[src/rtl/pmod_dac_pkg.sv]
// Shared definitions for the PMOD DAC path: sequencer state encoding and default
// timing constants, reused by the DAC block and its benches.
package pmod_dac_pkg;

    typedef enum logic [1:0] {
        IDLE  = 2'd0,
        LOAD  = 2'd1,
        START = 2'd2,
        WAIT  = 2'd3
    } seq_state_t;

    localparam int DEFAULT_START_HOLD = 25;
    localparam int DEFAULT_MIN_PERIOD = 250;

endpackage

[src/rtl/pmod_dac_sequencer_sample_fifo.sv]
// Synchronous sample FIFO with registered read data, count and flags.
// A write into a full FIFO is accepted only when a read happens in the same cycle.
module sample_fifo #(
    parameter int WIDTH = 16,
    parameter int DEPTH = 16
) (
    input  logic                     clk,
    input  logic                     rst,
    input  logic                     wr_en,
    input  logic [WIDTH-1:0]         wr_data,
    input  logic                     rd_en,
    output logic [WIDTH-1:0]         rd_data,
    output logic [$clog2(DEPTH):0]   count,
    output logic                     full,
    output logic                     empty
);

    localparam int AW = $clog2(DEPTH);
    localparam int CW = AW + 1;

    logic [WIDTH-1:0] mem [DEPTH];
    logic [AW-1:0]    wr_ptr;
    logic [AW-1:0]    rd_ptr;
    logic             wr_ok;
    logic             rd_ok;
    logic [CW-1:0]    count_next;

    assign rd_ok = rd_en && !empty;
    assign wr_ok = wr_en && (!full || rd_ok);

    always_comb begin
        count_next = count;
        case ({wr_ok, rd_ok})
            2'b10:   count_next = count + CW'(1);
            2'b01:   count_next = count - CW'(1);
            default: count_next = count;
        endcase
    end

    always_ff @(posedge clk) begin
        if (wr_ok) begin
            mem[wr_ptr] <= wr_data;
        end
    end

    // Flags are registered from the next count so no read-through is possible.
    always_ff @(posedge clk) begin
        if (rst) begin
            wr_ptr  <= '0;
            rd_ptr  <= '0;
            rd_data <= '0;
            count   <= '0;
            full    <= 1'b0;
            empty   <= 1'b1;
        end else begin
            if (wr_ok) begin
                wr_ptr <= wr_ptr + AW'(1);
            end
            if (rd_ok) begin
                rd_ptr  <= rd_ptr + AW'(1);
                rd_data <= mem[rd_ptr];
            end
            count <= count_next;
            full  <= (count_next == CW'(DEPTH));
            empty <= (count_next == '0);
        end
    end

endmodule

[src/rtl/pmod_dac_sequencer.sv]
// Pops one FIFO sample per clamped sample period and drives the DAC block's
// din/load_din/start, stretching start so the slow DAC clock always sees it.
module pmod_dac_sequencer
    import pmod_dac_pkg::*;
#(
    parameter int RESOLUTION   = 16,
    parameter int FIFO_DEPTH   = 16,
    parameter int PERIOD_WIDTH = 16,
    parameter int START_HOLD   = DEFAULT_START_HOLD,
    parameter int MIN_PERIOD   = DEFAULT_MIN_PERIOD
) (
    input  logic                          clk,
    input  logic                          rst,
    input  logic                          wr_en,
    input  logic [RESOLUTION-1:0]         wr_data,
    input  logic                          enable,
    input  logic [PERIOD_WIDTH-1:0]       sample_period,
    input  logic                          clr_status,
    output logic [RESOLUTION-1:0]         dac_din,
    output logic                          dac_load_din,
    output logic                          dac_start,
    output logic [$clog2(FIFO_DEPTH):0]   fifo_count,
    output logic                          fifo_full,
    output logic                          fifo_empty,
    output logic                          underflow,
    output logic                          overflow,
    output logic                          busy
);

    localparam int HW = $clog2(START_HOLD + 1);
    localparam logic [PERIOD_WIDTH-1:0] MIN_P     = PERIOD_WIDTH'(MIN_PERIOD);
    localparam logic [HW-1:0]           HOLD_LAST = HW'(START_HOLD - 1);

    seq_state_t              state;
    seq_state_t              next_state;
    logic [PERIOD_WIDTH-1:0] period_cnt;
    logic [PERIOD_WIDTH-1:0] eff_period;
    logic [PERIOD_WIDTH-1:0] clamped_period;
    logic [HW-1:0]           hold_cnt;
    logic                    period_done;
    logic                    pop;
    logic                    underflow_set;
    logic                    overflow_set;

    sample_fifo #(
        .WIDTH (RESOLUTION),
        .DEPTH (FIFO_DEPTH)
    ) u_fifo (
        .clk     (clk),
        .rst     (rst),
        .wr_en   (wr_en),
        .wr_data (wr_data),
        .rd_en   (pop),
        .rd_data (dac_din),
        .count   (fifo_count),
        .full    (fifo_full),
        .empty   (fifo_empty)
    );

    assign clamped_period = (sample_period < MIN_P) ? MIN_P : sample_period;
    assign period_done    = (period_cnt == eff_period - PERIOD_WIDTH'(1));
    assign overflow_set   = wr_en && fifo_full && !pop;

    always_comb begin
        next_state    = state;
        pop           = 1'b0;
        underflow_set = 1'b0;
        case (state)
            IDLE: begin
                if (enable && !fifo_empty) begin
                    pop        = 1'b1;
                    next_state = LOAD;
                end
            end
            LOAD: begin
                next_state = START;
            end
            START: begin
                if (hold_cnt == HOLD_LAST) begin
                    next_state = WAIT;
                end
            end
            WAIT: begin
                if (period_done) begin
                    if (enable && !fifo_empty) begin
                        pop        = 1'b1;
                        next_state = LOAD;
                    end else begin
                        underflow_set = enable;
                        next_state    = IDLE;
                    end
                end
            end
            default: begin
                next_state = IDLE;
            end
        endcase
    end

    // Strobes and busy are registered from next_state so they line up with state.
    always_ff @(posedge clk) begin
        if (rst) begin
            state        <= IDLE;
            period_cnt   <= '0;
            eff_period   <= MIN_P;
            hold_cnt     <= '0;
            dac_load_din <= 1'b0;
            dac_start    <= 1'b0;
            busy         <= 1'b0;
            underflow    <= 1'b0;
            overflow     <= 1'b0;
        end else begin
            state        <= next_state;
            dac_load_din <= (next_state == LOAD);
            dac_start    <= (next_state == START);
            busy         <= (next_state != IDLE);
            if (pop) begin
                period_cnt <= '0;
                eff_period <= clamped_period;
            end else if (state != IDLE) begin
                period_cnt <= period_cnt + PERIOD_WIDTH'(1);
            end
            if (state == START) begin
                hold_cnt <= hold_cnt + HW'(1);
            end else begin
                hold_cnt <= '0;
            end
            underflow <= underflow_set || (underflow && !clr_status);
            overflow  <= overflow_set  || (overflow  && !clr_status);
        end
    end

endmodule
[config.mk]
export PLATFORM = sky130hd
export DESIGN_NAME = pmod_dac_sequencer
export DESIGN_NICKNAME = d
export VERILOG_FILES = /design/src/rtl/pmod_dac_pkg.sv /design/src/rtl/pmod_dac_sequencer_sample_fifo.sv /design/src/rtl/pmod_dac_sequencer.sv
export SDC_FILE = /design/constraint.sdc
export NUM_CORES = 1
export LEC_CHECK = 0
export BUFFER_PORTS_ARGS = -buffer_cell sky130_fd_sc_hd__buf_2
export CORE_MARGIN = 1.5
export CORE_UTILIZATION = 50
export CTS_CLUSTER_SIZE = 30
export DETAILED_ROUTE_END_ITERATION = 6
export PLACE_DENSITY = 0.66
export SYNTH_ARGS = -nofsm -noshare
export SYNTH_HDL_FRONTEND = slang
export SYNTH_SLANG_ARGS = --single-unit
[constraint.sdc]
create_clock -name clk -period 8.1 [get_ports clk]
set_input_delay 1.62 -clock clk [delete_from_list [all_inputs] [get_ports clk]]
set_output_delay 1.62 -clock clk [all_outputs]
set_load 0.01 [all_outputs]
==> results.md <==
* Type of the worst setup path: register to register
* Setup TNS at 0 ns
* Worst hold path type: register to register
* Area Growth Syn to Fin at 13.47%
* Fmax at 182.3 MHz
* Maximum resistive drop on vdd at 200.6 uV
* Final nets at 1,039
* Post-Synthesis Net Count at 979
* Setup violators final at 0
* Antenna violations before repair at 1
* Mapped Cells at 926
* Yosys cell types at 65
* Sequential area share after synthesis at 66.23%
* Die width at 169.6 um
* Worst-path clk slew at 0.06 ns
* Final Non-Filler Cells at 1,386
* Busiest grt layer: met2
* # fillers at 2,112
* Int Pwr at 3.238 mW
* Fin. Hold Viols at 0
* Initial Util at 51.19%
* Row count at 60
* Post-Route WL at 30,450 um
* Global route total overflow at 0
* RSZ-0062 raised after global routing: false
* Crit path buf inv count at 2
* CP max FO at 14
* Switching Power at 1.212 mW
* Largest net degree at the start of global routing at 60
* Root Buffer: clkbuf_16
* Worst Skew at 0.01580 ns
* Fin worst setup slack at 2.615 ns
* Power Dens Cells at 282.7 nW/um^2
* Sw Ratio at 27.23%
* Leakage at 5.176 nW
* Post-synth top area share at 55.41%
* Final Critical Period at 5.485 ns
* Crit path DAT at 5.92 ns
* CTS resizes at 0
* Boundary Pins at 65
* Top FF cell, synth: edfxtp_1
* Yosys warnings at 0
* DRC viols at 0
* Logic pwr share at 17.8%
* Crit path max-delay family: simple AND/OR/NAND/NOR gates
* Layout cells sized above 1 at 17.95%
* Drt first pass iters at 4
* Hpwl dp at 17,030 um
* Max incr delay on CP at 0.70 ns
* CP startpoint kind: register
* Clock share of power at 36.4%
* EDFF count, synth at 256
* Crit end category: register
* Worst-Skew Late Latency at 0.52 ns
* Detailed Route Iter0 Violations at 649
* Die Ht at 169.6 um
* First-pass GRT wire length at 46,360 um
* Max-slew violations at 0
* Drt via density at 5.908
* Final Cell Area at 15,740 sq um
* Ant. Diodes at 0
* Met3 usage at 3.451%
* Post-synth top area cell: edfxtp_1
* Met2 GRT Util at 34.73%
* Routed WL per cell at 21.97 um
* Sequential Power Share at 45.8%
* Syn Area/Cell at 14.98 sq um
* CTS tree: built
* Core Footprint at 27,100 sq um
* Vias in the first global route at 7,776
* Antenna-violating nets left at 0
* Hold_buf cts at 0
* Placed Cells at 1,320
* Pre-CTS setup slack at 2.767 ns
* GRT Total Usage at 21.61%
* Via Count at 8,188
* Bufs on Longest Clock Path at 3
* Slew headroom at 22.51%
* DIE AREA at 28,760 sq um
* Mapped Area at 13,870 sq um
* Worst Path Required at 8.54 ns
* Post-CTS Setup Bufs at 0
* Synth area leaders: edfxtp_1 55%, dfxtp_1 11%, mux2i_1 5.3%
* Slowest cell on the critical path: a2111oi_0
* TritonCTS Buffers at 36
* Final Cycle Share at 67.72%
* CP cell instances: inv_1 -> ha_1 -> nor4b_2 -> nand3_1 -> a2111oi_0 -> nand3_1 -> o41a_1 -> nor2_1 -> inv_1 -> ha_1 -> xor2_1 -> ha_1 -> nor2b_1 -> a22oi_1 -> o32a_1 -> nor2_1 -> xnor2_1 -> nor2_1 -> a21oi_1
* Asr flop ratio synth at 0%
* CTS Sinks at 331
* I/O Buffers at 64
* Maxcap violations at 0
* Flops & latches, synth at 331
* H-tree lvl count at 2
* Status: finished clean
* GP Congestion at 0.8522
* Slew @ Worst Pin at 1.161 ns
* Met1 Resource Use GR at 30.75%
* Area after DPL at 14,560 sq um
## cells by family after synthesis
family / share of synthesized area [%]
AND/OR/NAND/NOR: 7.278
multiplexers: 10.70
flip-flops: 66.23
AO/OA/AOI/OAI: 9.389
buffers and inverters: 2.146
adder cells (fa/ha/maj): 1.443
XOR/XNOR: 2.814
## worst register-to-register path: stages (launching register included)
cell and delay, ns:
dfxtp_1 0.36, inv_1 0.08, ha_1 0.26, nor4b_2 0.44, nand3_1 0.13, a2111oi_0 0.70, nand3_1 0.38, o41a_1 0.57
nor2_1 0.55, inv_1 0.17, ha_1 0.32, xor2_1 0.19, ha_1 0.20, nor2b_1 0.17, a22oi_1 0.10, o32a_1 0.30
nor2_1 0.11, xnor2_1 0.15, nor2_1 0.07, a21oi_1 0.15
## through the flow
stage                     hold WS [ns]  total power [mW]  util (%)
final                           0.4627             4.450     58.09
after global routing            0.4802             4.638     58.09
after CTS                       0.4646             4.481     58.09
after floorplan                 0.4297             2.616         -
after global placement          0.4470             2.854     53.72
after detailed placement        0.4566             2.862     53.72
## layout by cell type, fill, tap and decap left out, types with 17 or more instances in the layout
| cell type | n |
|---|---|
| nand2_1 | 30 |
| a211oi_1 | 18 |
| inv_1 | 17 |
| nor2_1 | 32 |
| buf_2 | 64 |
| xnor2_1 | 21 |
| clkbuf_16 | 37 |
| edfxtp_1 | 256 |
| a21oi_1 | 38 |
| nor3_1 | 24 |
| a221oi_1 | 49 |
| dfxtp_1 | 73 |
| xor2_1 | 21 |
| mux2i_1 | 74 |
| mux4_2 | 32 |
## per-layer routing
layer  up-vias  part of all wire (%)
li1       3787                     -
met1      4103                    45
met2       247                    47
met3        49                   5.7
met4         2                   1.9
met5         -                 0.023
## power groups by stage
stage / Clock, mW / Sequential, mW / Combinational [mW]
CTS: 1.65 / 2.04 / 0.793
global placement: 0 / 2.07 / 0.782
global route: 1.72 / 2.05 / 0.861
detailed placement: 0 / 2.07 / 0.790
finish: 1.62 / 2.04 / 0.791
floorplan: 0 / 2.02 / 0.592
## synthesized netlist by cell type (3+ instances only)
cell      number
nor4_1         5
xnor2_1       21
o21ai_0       16
inv_1         17
nor4b_1        5
and3_1        14
mux2i_1       74
and2_1         8
nand2_1       30
buf_2         10
o21a_1        16
buf_1          8
a221oi_1      49
or3_1          3
a21o_1         3
nor2b_1       12
nand2b_1       7
o31ai_1        5
nor2_1        33
a21oi_1       38
xor2_1        21
clkbuf_1      38
a31oi_1        3
ha_1          16
nand4_1        8
nor3_1        24
edfxtp_1     256
a211oi_1      18
nand3_1       16
dfxtp_1       75
mux4_2        32
## path summary, 6_finish.rpt
| check | slack [ns] | start | cells past startpoint | to |
|---|---|---|---|---|
| worst min-delay path | 0.46 | underflow | 2 | underflow |
| worst min register to register | 0.46 | underflow | 2 | underflow |
| worst max-delay path | 2.61 | eff_period[0] | 19 | u_fifo.empty |
| worst max register to register | 2.61 | eff_period[0] | 19 | u_fifo.empty |
## state kept, by name, summed over array words and instances (netlist names), 2 cells and up
name	flops
u_fifo.rd_data	16
hold_cnt	5
u_fifo.count	5
state	2
u_fifo.mem	256
eff_period	16
u_fifo.rd_ptr	4
u_fifo.wr_ptr	4
period_cnt	16
## layout make-up
type	count	area [sq um]	share of cell area, %
Tap cell	372	465.4	2.957
Clock inverter	15	175.2	1.113
Clock buffer	51	1008	6.406
Inverter	17	63.81	0.4053
Timing Repair Buffer	79	432.9	2.750
Multi-Input combinational cell	521	4403	27.97
Sequential cell	331	9194	58.40
(Power assumes the default switching activity.)
